$ cat config.mk
export PLATFORM = sky130hd
export DESIGN_NAME = filter_scan_ctrl
export DESIGN_NICKNAME = d
export VERILOG_FILES = /design/src/rtl/filter_scan_ctrl_pkg.sv /design/src/rtl/filter_scan_ctrl_peak.sv /design/src/rtl/filter_scan_ctrl.sv
export SDC_FILE = /design/constraint.sdc
export NUM_CORES = 1
export LEC_CHECK = 0
export BUFFER_PORTS_ARGS = -buffer_cell sky130_fd_sc_hd__buf_4
export CORE_AREA = 2 2 173 175
export DETAILED_ROUTE_END_ITERATION = 6
export DIE_AREA = 0 0 175 177
export PLACE_DENSITY_LB_ADDON = 0.12
export SYNTH_ARGS = -nofsm -noshare
export SYNTH_HDL_FRONTEND = slang
export SYNTH_SLANG_ARGS = --single-unit
$ cat constraint.sdc
create_clock -name clk -period 3.35 [get_ports clk]
set_clock_uncertainty 0.2 [all_clocks]
set_input_delay 0.335 -clock clk [delete_from_list [all_inputs] [get_ports clk]]
set_output_delay 0.335 -clock clk [all_outputs]
set_load 0.01 [all_outputs]
$ cat src/rtl/filter_scan_ctrl_pkg.sv
// Shared settings for the filter scan sequencer: sizes, default timing and FSM state type.
package filter_scan_ctrl_pkg;

  localparam int SIZE_DELAY       = 8;
  localparam int SIZE_FILTER_DATA = 16;
  localparam int N_FILTERS        = 21;
  localparam int SETTLE_LEN_DEF   = 64;
  localparam int WINDOW_LEN_DEF   = 256;

  typedef enum logic [2:0] {
    SCAN_IDLE,
    SCAN_SETTLE,
    SCAN_ACQ,
    SCAN_REPORT,
    SCAN_FINISH
  } scan_state_t;

  // True when the step at cur is the last one of the sweep (the carry bit catches wrap-around).
  function automatic logic sweep_is_last(input logic [SIZE_DELAY-1:0] cur,
                                         input logic [SIZE_DELAY-1:0] last,
                                         input logic [SIZE_DELAY-1:0] step);
    logic [SIZE_DELAY:0] nxt;
    nxt = {1'b0, cur} + {1'b0, step};
    return (step == '0) || (cur == last) || nxt[SIZE_DELAY] ||
           (nxt[SIZE_DELAY-1:0] > last);
  endfunction

endpackage

$ cat src/rtl/filter_scan_ctrl_peak.sv
// Window peak tracker: signed running maximum, first index of that maximum, optional window sum.
// Sum accumulator is built only when FILTER_SCAN_SUM_EN is defined.
module filter_peak_tracker #(
  parameter int DATA_W = 16,
  parameter int POS_W  = 8,
  parameter int SUM_W  = 24
) (
  input  logic                     clk,
  input  logic                     reset,
  input  logic                     clear,
  input  logic                     enable,
  input  logic signed [DATA_W-1:0] sample,
  output logic signed [DATA_W-1:0] peak,
  output logic        [POS_W-1:0]  pos,
  output logic        [SUM_W-1:0]  sum
);

  localparam logic [DATA_W-1:0] MOST_NEG = {1'b1, {(DATA_W-1){1'b0}}};

  logic signed [DATA_W-1:0] r_peak;
  logic        [POS_W-1:0]  r_pos;
  logic        [POS_W-1:0]  r_idx;

  // Strict greater-than keeps the earliest index on ties.
  always_ff @(posedge clk) begin
    if (reset) begin
      r_peak <= '0;
      r_pos  <= '0;
      r_idx  <= '0;
    end else if (clear) begin
      r_peak <= MOST_NEG;
      r_pos  <= '0;
      r_idx  <= '0;
    end else if (enable) begin
      r_idx <= r_idx + 1'b1;
      if (sample > r_peak) begin
        r_peak <= sample;
        r_pos  <= r_idx;
      end
    end
  end

  assign peak = r_peak;
  assign pos  = r_pos;

`ifdef FILTER_SCAN_SUM_EN
  logic [SUM_W-1:0] r_sum;

  always_ff @(posedge clk) begin
    if (reset || clear) begin
      r_sum <= '0;
    end else if (enable) begin
      r_sum <= r_sum + {{(SUM_W-DATA_W){sample[DATA_W-1]}}, sample};
    end
  end

  assign sum = r_sum;
`else
  assign sum = '0;
`endif

endmodule

$ cat src/rtl/filter_scan_ctrl.sv
// Delay-sweep sequencer: drives the generator controls, measures one filter per step and
// reports peak/position (and the window sum when FILTER_SCAN_SUM_EN is defined).
module filter_scan_ctrl
  import filter_scan_ctrl_pkg::*;
#(
  parameter int SETTLE_LEN = SETTLE_LEN_DEF,
  parameter int WINDOW_LEN = WINDOW_LEN_DEF,
  localparam int POS_W     = $clog2(WINDOW_LEN),
  localparam int SUM_W     = SIZE_FILTER_DATA + POS_W
) (
  input  logic                                  clk,
  input  logic                                  reset,
  input  logic                                  start,
  input  logic [4:0]                            filter_sel,
  input  logic                                  cfg_overlay,
  input  logic                                  cfg_rate,
  input  logic [SIZE_DELAY-1:0]                 delay_first,
  input  logic [SIZE_DELAY-1:0]                 delay_last,
  input  logic [SIZE_DELAY-1:0]                 delay_step,
  input  logic [N_FILTERS*SIZE_FILTER_DATA-1:0] filter_data,
  output logic                                  test_overlay,
  output logic                                  test_rate,
  output logic [SIZE_DELAY-1:0]                 test_delay,
  output logic                                  busy,
  output logic                                  done,
  output logic                                  sel_err,
  output logic                                  result_valid,
  input  logic                                  result_ready,
  output logic [SIZE_DELAY-1:0]                 result_delay,
  output logic [SIZE_FILTER_DATA-1:0]           result_peak,
  output logic [POS_W-1:0]                      result_pos,
  output logic [SUM_W-1:0]                      result_sum
);

  localparam int CNT_MAX = (SETTLE_LEN > WINDOW_LEN) ? SETTLE_LEN : WINDOW_LEN;
  localparam int CNT_W   = $clog2(CNT_MAX);
  localparam logic [CNT_W-1:0] SETTLE_LAST = CNT_W'(SETTLE_LEN - 1);
  localparam logic [CNT_W-1:0] WINDOW_LAST = CNT_W'(WINDOW_LEN - 1);
  localparam logic [4:0]       N_FILT_SEL  = 5'(N_FILTERS);

  scan_state_t                  r_state;
  logic [CNT_W-1:0]             r_cnt;
  logic [4:0]                   r_sel;
  logic                         r_overlay;
  logic                         r_rate;
  logic [SIZE_DELAY-1:0]        r_delay;
  logic [SIZE_DELAY-1:0]        r_last;
  logic [SIZE_DELAY-1:0]        r_step;
  logic                         r_busy;
  logic                         r_done;
  logic                         r_sel_err;
  logic                         r_result_valid;
  logic signed [SIZE_FILTER_DATA-1:0] r_sample;

  logic                               w_trk_clear;
  logic                               w_trk_en;
  logic signed [SIZE_FILTER_DATA-1:0] w_peak;
  logic [POS_W-1:0]                   w_pos;
  logic [SUM_W-1:0]                   w_sum;

  // Registered filter mux: one cycle of latency between the bus and the tracker.
  always_ff @(posedge clk) begin
    if (reset) begin
      r_sample <= '0;
    end else begin
      r_sample <= filter_data[int'(r_sel)*SIZE_FILTER_DATA +: SIZE_FILTER_DATA];
    end
  end

  // Scan FSM with step counter, sweep arithmetic and result handshake.
  always_ff @(posedge clk) begin
    if (reset) begin
      r_state        <= SCAN_IDLE;
      r_cnt          <= '0;
      r_sel          <= '0;
      r_overlay      <= 1'b0;
      r_rate         <= 1'b0;
      r_delay        <= '0;
      r_last         <= '0;
      r_step         <= '0;
      r_busy         <= 1'b0;
      r_done         <= 1'b0;
      r_sel_err      <= 1'b0;
      r_result_valid <= 1'b0;
    end else begin
      r_done    <= 1'b0;
      r_sel_err <= 1'b0;
      case (r_state)
        SCAN_IDLE: begin
          if (start) begin
            if (filter_sel < N_FILT_SEL) begin
              r_sel     <= filter_sel;
              r_overlay <= cfg_overlay;
              r_rate    <= cfg_rate;
              r_delay   <= delay_first;
              r_last    <= delay_last;
              r_step    <= delay_step;
              r_busy    <= 1'b1;
              r_cnt     <= '0;
              r_state   <= SCAN_SETTLE;
            end else begin
              r_sel_err <= 1'b1;
            end
          end
        end
        SCAN_SETTLE: begin
          if (r_cnt == SETTLE_LAST) begin
            r_cnt   <= '0;
            r_state <= SCAN_ACQ;
          end else begin
            r_cnt <= r_cnt + 1'b1;
          end
        end
        SCAN_ACQ: begin
          if (r_cnt == WINDOW_LAST) begin
            r_cnt          <= '0;
            r_result_valid <= 1'b1;
            r_state        <= SCAN_REPORT;
          end else begin
            r_cnt <= r_cnt + 1'b1;
          end
        end
        SCAN_REPORT: begin
          if (result_ready) begin
            r_result_valid <= 1'b0;
            if (sweep_is_last(r_delay, r_last, r_step)) begin
              r_busy  <= 1'b0;
              r_done  <= 1'b1;
              r_state <= SCAN_FINISH;
            end else begin
              r_delay <= r_delay + r_step;
              r_state <= SCAN_SETTLE;
            end
          end
        end
        SCAN_FINISH: begin
          r_overlay <= 1'b0;
          r_rate    <= 1'b0;
          r_delay   <= '0;
          r_state   <= SCAN_IDLE;
        end
        default: begin
          r_busy         <= 1'b0;
          r_result_valid <= 1'b0;
          r_overlay      <= 1'b0;
          r_rate         <= 1'b0;
          r_delay        <= '0;
          r_state        <= SCAN_IDLE;
        end
      endcase
    end
  end

  assign w_trk_clear = (r_state == SCAN_SETTLE);
  assign w_trk_en    = (r_state == SCAN_ACQ);

  filter_peak_tracker #(
    .DATA_W (SIZE_FILTER_DATA),
    .POS_W  (POS_W),
    .SUM_W  (SUM_W)
  ) u_tracker (
    .clk    (clk),
    .reset  (reset),
    .clear  (w_trk_clear),
    .enable (w_trk_en),
    .sample (r_sample),
    .peak   (w_peak),
    .pos    (w_pos),
    .sum    (w_sum)
  );

  assign test_overlay = r_overlay;
  assign test_rate    = r_rate;
  assign test_delay   = r_delay;
  assign busy         = r_busy;
  assign done         = r_done;
  assign sel_err      = r_sel_err;
  assign result_valid = r_result_valid;
  assign result_delay = r_delay;
  assign result_peak  = w_peak;
  assign result_pos   = w_pos;
  assign result_sum   = w_sum;

endmodule

==> results_dict.tcl, run 1 <==
set metrics [dict create \
    drc 0 \
    drt_iter0_markers 516 \
    htree_levels 3 \
    via_per_inst 5.01 \
    hold_class "primary input to register" \
    dr_wl_met3_mm 2.81 \
    min_period_ps 3300 \
    setup_viol 0 \
    grt_pass1_vias 8124 \
    portBuffers 416 \
    fin_area_um2 11600 \
    hpwl_mm 32.0 \
    power_leakage_nw 4.90 \
    clkSlewWorstSetupHoldPaths_ps 70 \
    post_cts_buffers 0 \
    start_util 0.266 \
    gp_congestion 0.956 \
    synth-edff-count 0 \
    wl_met2_mm 17.8 \
    die_w_um 175 \
    setup_ws_ps 50.6 \
    vias 7993 \
    syn_area_um2 7780 \
    rows 63 \
    cts_num_sinks 94 \
    ys_seq_area_frac 0.242 \
    grt_antenna_before_repair 8 \
    grt_pass1_wl_mm 53.8 \
    numCtsBuffers 9 \
    dpl_worst_slack_ps -73.2 \
    arrival_ps 3300 \
    firstDrtPassIters 5 \
    ys_ff_latch 94 \
    slew_headroom 0.332 \
    insertion_delay_ps 350 \
    max_freq_mhz 303 \
    dieArea_um2 31000 \
    root_buffer "clkbuf_16" \
    synth_area_per_cell_um2 9.75 \
    ir_worst_vdd_v 0.000287 \
    synth_cells 798 \
    die_y_um 177 \
    core_um2 29200 \
    overflow 0 \
    drv_cap 0 \
    p_total_mw 5.78 \
    m1WireLength_mm 16.2 \
    post_dp_cell_area_um2 11200 \
    tightest_slew_ps 998 \
    final_antenna_net_count 0 \
    grt_start_max_net_pins 54 \
    highest_layer "met5" \
    cts_buffer_depth 2 \
    fillers 2965 \
    drv_slew 0 \
    num-nets-final 1604 \
    cts_tree "yes" \
    slowest_stage "fa_2" \
    multi_input_area_um2 5280 \
    ys.flop_type "dfxtp_1" \
    drt_wl_total_mm 37.5 \
    worst_setup_path_start_kind "register" \
    worstPathRequired_ps 3350 \
    tns_ps 0 \
    final_core_util 0.396 \
    ioPinCount 441 \
    grtUsageTotal 0.239 \
    period_share 0.985 \
    wl_per_cell_um 23.5 \
    regArea_um2 1890 \
    cp_cell_sequence "ha_1, fa_2, a211oi_2, o21bai_1, a21oi_2, xnor2_1, ha_1, nand4_1, a21oi_2, o22ai_4, buf_4, a311oi_1, a211oi_1" \
    power-per-cell-area_nw_per_um2 499 \
    syn_to_final_growth_pct 49.0 \
    drive_gt1_frac 0.470 \
    status "completed" \
    path_class "register to register" \
    hold_viol 0 \
    yosysWarnings 0 \
    cp_max_fo 6 \
    async_flop_share 0 \
    slowest_delay_ps 380 \
    ys_types 61 \
    crit_path_end_kind "register" \
]
-- placed cells by master (no fill, tap or decap), types with 11 or more instances in the layout --
cell type	netlist	layout
mux4_2	75	75
conb_1	1	24
xnor2_1	14	14
nand2_1	76	76
dfxtp_1	94	91
nor2b_1	23	23
a21oi_1	76	73
nor3_1	13	13
buf_4	35	452
nand3_1	31	31
xor2_1	13	13
nor2_1	48	48
o21ai_0	50	49
a22oi_1	11	11
ha_1	34	34
inv_1	43	43
mux4_1	21	21
-- flip-flops by register name, summed over array words and instances (netlist names) --
name / flops
busy: 1
sel_err: 1
r_last: 8
r_cnt: 8
test_overlay: 1
u_tracker.r_idx: 8
u_tracker.peak: 16
r_sel: 5
result_delay: 8
r_sample: 16
test_rate: 1
done: 1
r_step: 8
result_valid: 1
r_state: 3
u_tracker.pos: 8
-- layer usage --
| metal | up-vias | GRT usage |
|---|---|---|
| li1 | 3752 | - |
| met1 | 3871 | 0.311 |
| met2 | 324 | 0.390 |
| met3 | 38 | 0.0711 |
| met4 | 8 | 0.0583 |
| met5 | - | 0 |
-- cell usage after synthesis (3+ instances only) --
| cell | number | area share |
|---|---|---|
| mux4_1 | 21 | 0.071 |
| inv_1 | 43 | 0.021 |
| buf_2 | 12 | 0.0077 |
| a21o_1 | 3 | 0.0029 |
| o21ai_0 | 50 | 0.032 |
| dfxtp_1 | 94 | 0.24 |
| nor2_1 | 48 | 0.023 |
| ha_1 | 34 | 0.055 |
| buf_6 | 8 | 0.012 |
| xor2_1 | 13 | 0.015 |
| nor4_1 | 7 | 0.0056 |
| nand2_1 | 76 | 0.037 |
| nand3b_1 | 4 | 0.0039 |
| xnor2_1 | 14 | 0.016 |
| a21oi_1 | 76 | 0.049 |
| a22oi_1 | 11 | 0.011 |
| nand4_1 | 10 | 0.0080 |
| buf_4 | 35 | 0.034 |
| nor3_1 | 13 | 0.0084 |
| a311oi_1 | 7 | 0.0079 |
| clkbuf_1 | 24 | 0.012 |
| a31oi_1 | 3 | 0.0024 |
| o21a_1 | 3 | 0.0029 |
| a211oi_1 | 10 | 0.0097 |
| mux4_2 | 75 | 0.22 |
| nor3b_1 | 3 | 0.0029 |
| nand3_1 | 31 | 0.020 |
| nor2b_1 | 23 | 0.018 |
| o211ai_1 | 3 | 0.0029 |
-- power breakdown --
group	internal (mW)	total, mW	switching (mW)
sequential	1.29	1.53	0.233
combinational	1.54	3.18	1.64
clock	0.583	1.07	0.491
-- layout make-up --
cell class	count	share of cell area
Inverter	43	0.0139
Timing Repair Buffer	455	0.298
Clock inverter	5	0.00399
Tap cell	390	0.0421
Antenna cell	4	0.000864
Sequential cell	94	0.163
Clock buffer	11	0.0228
Multi-Input combinational cell	595	0.455
-- cell families after synthesis --
group           after synthesis  synth area share
xor+xnor                     27            0.0304
mux                          98             0.291
buf+inv                     132            0.0973
flops                        94             0.242
simple gates                228             0.140
other cells                   1          0.000482
compound gates              183             0.142
fa+ha+maj                    35            0.0573
-- final timing paths --
path                            startpoint  slack [ps]                            end  cells after the start
max           result_delay[0]$_SDFFE_PP0P_          50   result_delay[1]$_SDFFE_PP0P_                     13
min                          delay_last[0]          30         r_last[0]$_SDFFE_PP0P_                      3
max reg2reg   result_delay[0]$_SDFFE_PP0P_          50   result_delay[1]$_SDFFE_PP0P_                     13
min reg2reg  u_tracker.pos[5]$_SDFFE_PP0P_         280  u_tracker.pos[5]$_SDFFE_PP0P_                      2
-- per-stage QoR --
| stage | cells | hold WS (ps) |
|---|---|---|
| 3_3_place_gp | 1577 | 259 |
| 2_1_floorplan | 821 | 250 |
| 6_report | 1597 | 28.3 |
| 5_1_grt | 1596 | 29.7 |
| 4_1_cts | 1593 | 17.0 |
| 3_5_place_dp | 1577 | 268 |
-- critical path, delay by kind of cell, from the launching register on --
kind | cells | cell delay, ps
buffers and inverters | 1 | 190
DFF | 1 | 320
and+or+nand+nor | 1 | 190
AOI/OAI and AO/OA | 7 | 1200
adders and majority gates | 3 | 930
xor gates and xnor gates | 1 | 110
-- timing repair --
action	4_1_cts	5_1_grt
hold buffers	0	0
endpoints found under the hold margin	0	0
endpoints found under the setup margin	8	11
resized for setup	1	10
pin swaps	0	2
Note: power is estimated with default switching activity, not from simulation.
==> inputs of run 2 (changes only) <==
ABC_AREA = 1   (was not set)
CORE_AREA = 2 2 169 171   (was 2 2 173 175)
DIE_AREA = 0 0 171 173   (was 0 0 175 177)
==> run 2 against run 1 <==
  * Fmax grew 8.1%
  * Via count grew 25%
  * Sequential share of layout area grew 0.13 points
  * Utilization grew 2.0 points
==> results_dict.tcl, run 2 <==
set metrics [dict create \
    die_w_um 171 \
    cts_buffer_depth 2 \
    portBuffers 416 \
    ys.flop_type "dfxtp_1" \
    worstPathRequired_ps 3410 \
    drv_slew 0 \
    drv_cap 0 \
    grt_pass1_vias 9646 \
    grt_start_max_net_pins 98 \
    yosysWarnings 0 \
    final_common_cell "buf_4" \
    firstDrtPassIters 5 \
    grt_pass1_wl_mm 55.6 \
    mostFrequentLayoutCells "buf_4 (431), nor2_1 (248), o21ai_0 (210)" \
    hold_viol 0 \
    num-nets-final 2026 \
    hold_class "primary input to register" \
    cts_tree "yes" \
    grt_antenna_before_repair 3 \
    grtUsageMet3 0.0552 \
    via_per_inst 5.00 \
    p_total_mw 7.24 \
    final_cells 2005 \
    overflow 0 \
    ys_ff_latch 94 \
    post_cts_buffers 0 \
    rsz0062_at_grt "no" \
    yosysTopAreaCell "dfxtp_1" \
    dieArea_um2 29600 \
    fillers 3041 \
    drc 0 \
    min_period_ps 3050 \
    hpwl_mm 29.8 \
    ys_seq_area_frac 0.239 \
    drt_wl_total_mm 37.5 \
    busiest_layer "met2" \
    insertion_delay_ps 350 \
    syn_to_final_growth_pct 45.8 \
    final_core_util 0.416 \
    htree_levels 3 \
    post-synth-top-count-cell "nor2_1" \
    numCtsBuffers 9 \
    syn_area_um2 7890 \
    start_util 0.286 \
    globalRouteMet1Util 0.316 \
    worst_setup_path_start_kind "register" \
    arrival_ps 3110 \
    vias 10000 \
    ioPinCount 441 \
    rrSetupSlack_ps 300 \
    final_antenna_net_count 0 \
    rows 61 \
    grtUsageTotal 0.244 \
    ir_worst_vdd_v 0.000325 \
    status "completed" \
    synth_cells 1269 \
    period_share 0.911 \
    crit_path_end_kind "register" \
    tns_ps 0 \
    tightest_slew_ps 962 \
    root_buffer "clkbuf_16" \
    async_flop_share 0 \
    drt_iter0_markers 751 \
    yosys-top-cells-count "nor2_1 (248), o21ai_0 (210), nand2_1 (177), dfxtp_1 (94), a21oi_1 (87)" \
    setup_viol 0 \
    drive_gt1_frac 0.295 \
    synth_top_area_frac 0.239 \
    clkSlewWorstSetupHoldPaths_ps 70 \
    synth_area_per_cell_um2 6.22 \
    slew_headroom 0.356 \
    cts_num_sinks 94 \
    path_class "register to register" \
    die_y_um 173 \
    max_freq_mhz 328 \
    synth-edff-count 0 \
    core_um2 27600 \
    power-per-cell-area_nw_per_um2 630 \
    wl_per_cell_um 18.7 \
    synth.area.top_cells "dfxtp_1 (24%), o21ai_0 (13%), nor2_1 (12%)" \
    cp_max_fo 17 \
    ys_types 46 \
    power_leakage_nw 5.48 \
    use_met2 0.408 \
    dp.cells 1985 \
    gp_congestion 0.935 \
]
==> run 2: worst paths after layout <==
kind / startpoint / end / cells after the start
max: result_delay[2]$_SDFFE_PP0P_ / result_delay[7]$_SDFFE_PP0P_ / 17
min: delay_last[0] / r_last[0]$_SDFFE_PP0P_ / 3
max reg2reg: result_delay[2]$_SDFFE_PP0P_ / result_delay[7]$_SDFFE_PP0P_ / 17
min reg2reg: u_tracker.pos[2]$_SDFFE_PP0P_ / u_tracker.pos[2]$_SDFFE_PP0P_ / 2
==> run 2: critical path, cell delays in order, from the launching register on <==
cell     delay, ps
dfxtp_1        360
ha_1           390
nand3_1        100
nand2_1        140
a21oi_1        100
or2_2          290
nand2_1         70
inv_1           40
ha_1           290
a21oi_1        140
o21a_1         130
nand2_1         50
nand2_1         70
nand3_1        120
nand2_4        200
nand2_1        100
nor2_1         120
nor2_1          50
==> run 2: layer usage <==
metal,vias up,wire [um]
li1,5020,-
met1,4609,16300
met2,354,17700
met3,36,2720
met4,2,763
met5,-,14
==> run 2: timing repair <==
| item | in CTS | in global routing |
|---|---|---|
| setup endpoints to repair | 0 | 1 |
| hold buffers | 2 | 0 |
| endpoints found under the hold margin | 2 | 0 |
| resized for setup | 0 | 1 |
==> run 2: report_power, final <==
group          leakage (nW)  internal, mW  total [mW]  switching [mW]
Clock                 0.152         0.612        1.10           0.486
Sequential            0.771          1.39        1.66           0.266
Combinational          4.56          1.74        4.49            2.74
==> run 2: cell type report <==
class | instances | area (um2) | area share
multi-input combinational | 999 | 5170 | 0.449
timing repair buffer | 438 | 3360 | 0.292
sequential | 94 | 1890 | 0.164
tap | 378 | 473 | 0.0411
inverter | 78 | 295 | 0.0257
clock buffer | 10 | 239 | 0.0208
clock inverter | 6 | 75.1 | 0.00653
antenna | 2 | 5.00 | 0.000435
==> run 2: cell families after synthesis <==
family / count (synthesis) / synth area share
compound gates: 418 / 0.304
simple gates: 511 / 0.270
other cells: 1 / 0.000475
xor+xnor: 11 / 0.0122
flops: 94 / 0.239
buf+inv: 199 / 0.118
fa+ha+maj: 35 / 0.0565
==> run 2: per-stage QoR <==
step / setup WS (ps) / instance area, um2 / hold WS (ps)
after global placement: 297 / 11200 / 251
after detailed placement: 289 / 11200 / 257
after floorplan: 583 / 7980 / 212
after CTS: 267 / 11500 / 0.624
after global routing: 45.8 / 11500 / 2.24
final: 298 / 11500 / 5.24
==> inputs of run 3 (changes only) <==
CORE_AREA = 2 2 172 174   (was 2 2 169 171)
CTS_BUF_LIST = sky130_fd_sc_hd__clkbuf_8   (was not set)
DIE_AREA = 0 0 174 176   (was 0 0 171 173)
==> run 3 against run 2 <==
  * Sequential power hardly changed
  * Die area is 3.5% higher
  * Sequential share of layout area hardly changed
  * Count of clock-buffer cells in the layout is 1 lower
  * Critical endpoint unchanged
  * Via count is 0.47% lower
  * First-iteration DRC count is 13% lower
  * Worst setup slack better by 28 ps
==> results_dict.tcl, run 3 (synthesis results as in run 2) <==
set metrics [dict create \
    status "completed" \
    crit_top_cell "nand2_1" \
    firstDrtPassIters 5 \
    slew_headroom 0.248 \
    fillers 3156 \
    insertion_delay_ps 390 \
    grt_start_max_net_pins 128 \
    tightest_slew_ps 1120 \
    hold_class "primary input to register" \
    drc 0 \
    via_per_inst 4.94 \
    drive_gt1_frac 0.292 \
    cts_buffer_depth 2 \
    core_um2 28500 \
    grt_antenna_before_repair 1 \
    die_y_um 176 \
    numCtsBuffers 9 \
    clkSlewWorstSetupHoldPaths_ps 90 \
    tns_ps 0 \
    syn_to_final_growth_pct 45.3 \
    drv_cap 0 \
    regArea_um2 1890 \
    num-nets-final 2034 \
    cts_num_sinks 94 \
    period_share 0.902 \
    power_leakage_nw 5.46 \
    gp_congestion 0.902 \
    crit_path_end_kind "register" \
    cts_tree "yes" \
    drt_wl_total_mm 37.4 \
    grt_pass1_vias 9787 \
    portBuffers 416 \
    cp_max_fo 16 \
    worst_setup_path_start_kind "register" \
    path_class "register to register" \
    setup_ws_ps 327 \
    worstPathRequired_ps 3430 \
    overflow 0 \
    ioPinCount 441 \
    rows 62 \
    hold_viol 0 \
    max_freq_mhz 331 \
    htree_levels 3 \
    dieArea_um2 30600 \
    power-per-cell-area_nw_per_um2 605 \
    wl_per_cell_um 18.5 \
    rsz0062_at_grt "no" \
    grt_pass1_wl_mm 56.4 \
    drt_iter0_markers 652 \
    die_w_um 174 \
    dpl_worst_slack_ps 250 \
    mostFrequentLayoutCells "buf_4 (430), nor2_1 (248), o21ai_0 (210)" \
    hpwl_mm 29.6 \
    start_util 0.276 \
    slowest_stage "ha_1" \
    ir_worst_vdd_v 0.000323 \
    final_common_cell "buf_4" \
    setup_viol 0 \
    arrival_ps 3110 \
    root_buffer "clkbuf_8" \
    final_core_util 0.402 \
    vias 9974 \
    final_antenna_net_count 0 \
    multi_input_area_um2 5170 \
    grtUsageTotal 0.238 \
    drv_slew 0 \
    cp_cell_sequence "ha_1, nand3_1, nand2_1, a21oi_1, or2_2, nand2_1, inv_1, ha_1, a21oi_1, o21a_1, nand2_1, nand2_1, nand3_1, nand2_4, nand2_1, nor2_1, nor2_1" \
    slowest_delay_ps 390 \
    min_period_ps 3020 \
]
-- run 3: changes by cell type in the layout (fill, tap and decap cells not counted), sizes merged --
cell         delta
buf             -2
clkbuf          -1
clkinv          +1
diode           -1
dlygate4sd3    +10
-- run 3: cell type report --
cell class / count / share of cell area
Clock buffer: 9 / 0.0108
Antenna cell: 1 / 0.000218
Tap cell: 384 / 0.0419
Timing Repair Buffer: 446 / 0.299
Multi-Input combinational cell: 999 / 0.451
Inverter: 78 / 0.0258
Sequential cell: 94 / 0.165
Clock inverter: 7 / 0.00698
-- run 3: per-layer routing --
metal	global-route usage	routed length, um	vias up
li1	-	-	5025
met1	0.303	16500	4552
met2	0.401	17500	348
met3	0.0549	2550	49
met4	0.0711	891	0
met5	0	0	-
-- run 3: final timing paths --
check	endpoint	slack [ps]	startpoint	cells after the start
max	result_delay[7]$_SDFFE_PP0P_	330	result_delay[2]$_SDFFE_PP0P_	17
min	r_last[2]$_SDFFE_PP0P_	40	delay_last[2]	3
min reg2reg	u_tracker.pos[2]$_SDFFE_PP0P_	270	u_tracker.pos[2]$_SDFFE_PP0P_	2
max reg2reg	result_delay[7]$_SDFFE_PP0P_	330	result_delay[2]$_SDFFE_PP0P_	17
-- run 3: stage by stage --
step / std cells / cell area, um2 / hold WS (ps) / total power [mW]
finish: 2018 / 11500 / 39.7 / 6.93
global route: 2017 / 11500 / 36.0 / 7.64
CTS: 2016 / 11500 / 13.6 / 7.00
detailed placement: 1988 / 11100 / 256 / 6.15
global placement: 1988 / 11100 / 253 / 6.11
floorplan: 1292 / 7980 / 212 / 4.61
-- run 3: worst max-delay path: cells and delay by family (launching register included) --
| kind | cells | cell delay, ps |
|---|---|---|
| and+or+nand+nor | 11 | 1300 |
| AOI/OAI and AO/OA | 3 | 370 |
| buffers and inverters | 1 | 40 |
| DFF | 1 | 360 |
| adders and majority gates | 2 | 670 |
-- run 3: power by group --
group	internal [mW]	total, mW	switching (mW)
registers	1.39	1.67	0.278
clock network	0.356	0.804	0.449
logic	1.74	4.46	2.72
total	3.48	6.93	3.45
-- run 3: timing repair --
action	in CTS	in global routing
hold buffers	12	0
endpoints found under the hold margin	12	0
endpoints found under the setup margin	0	4
resized for setup	0	1
buffers inserted	0	1
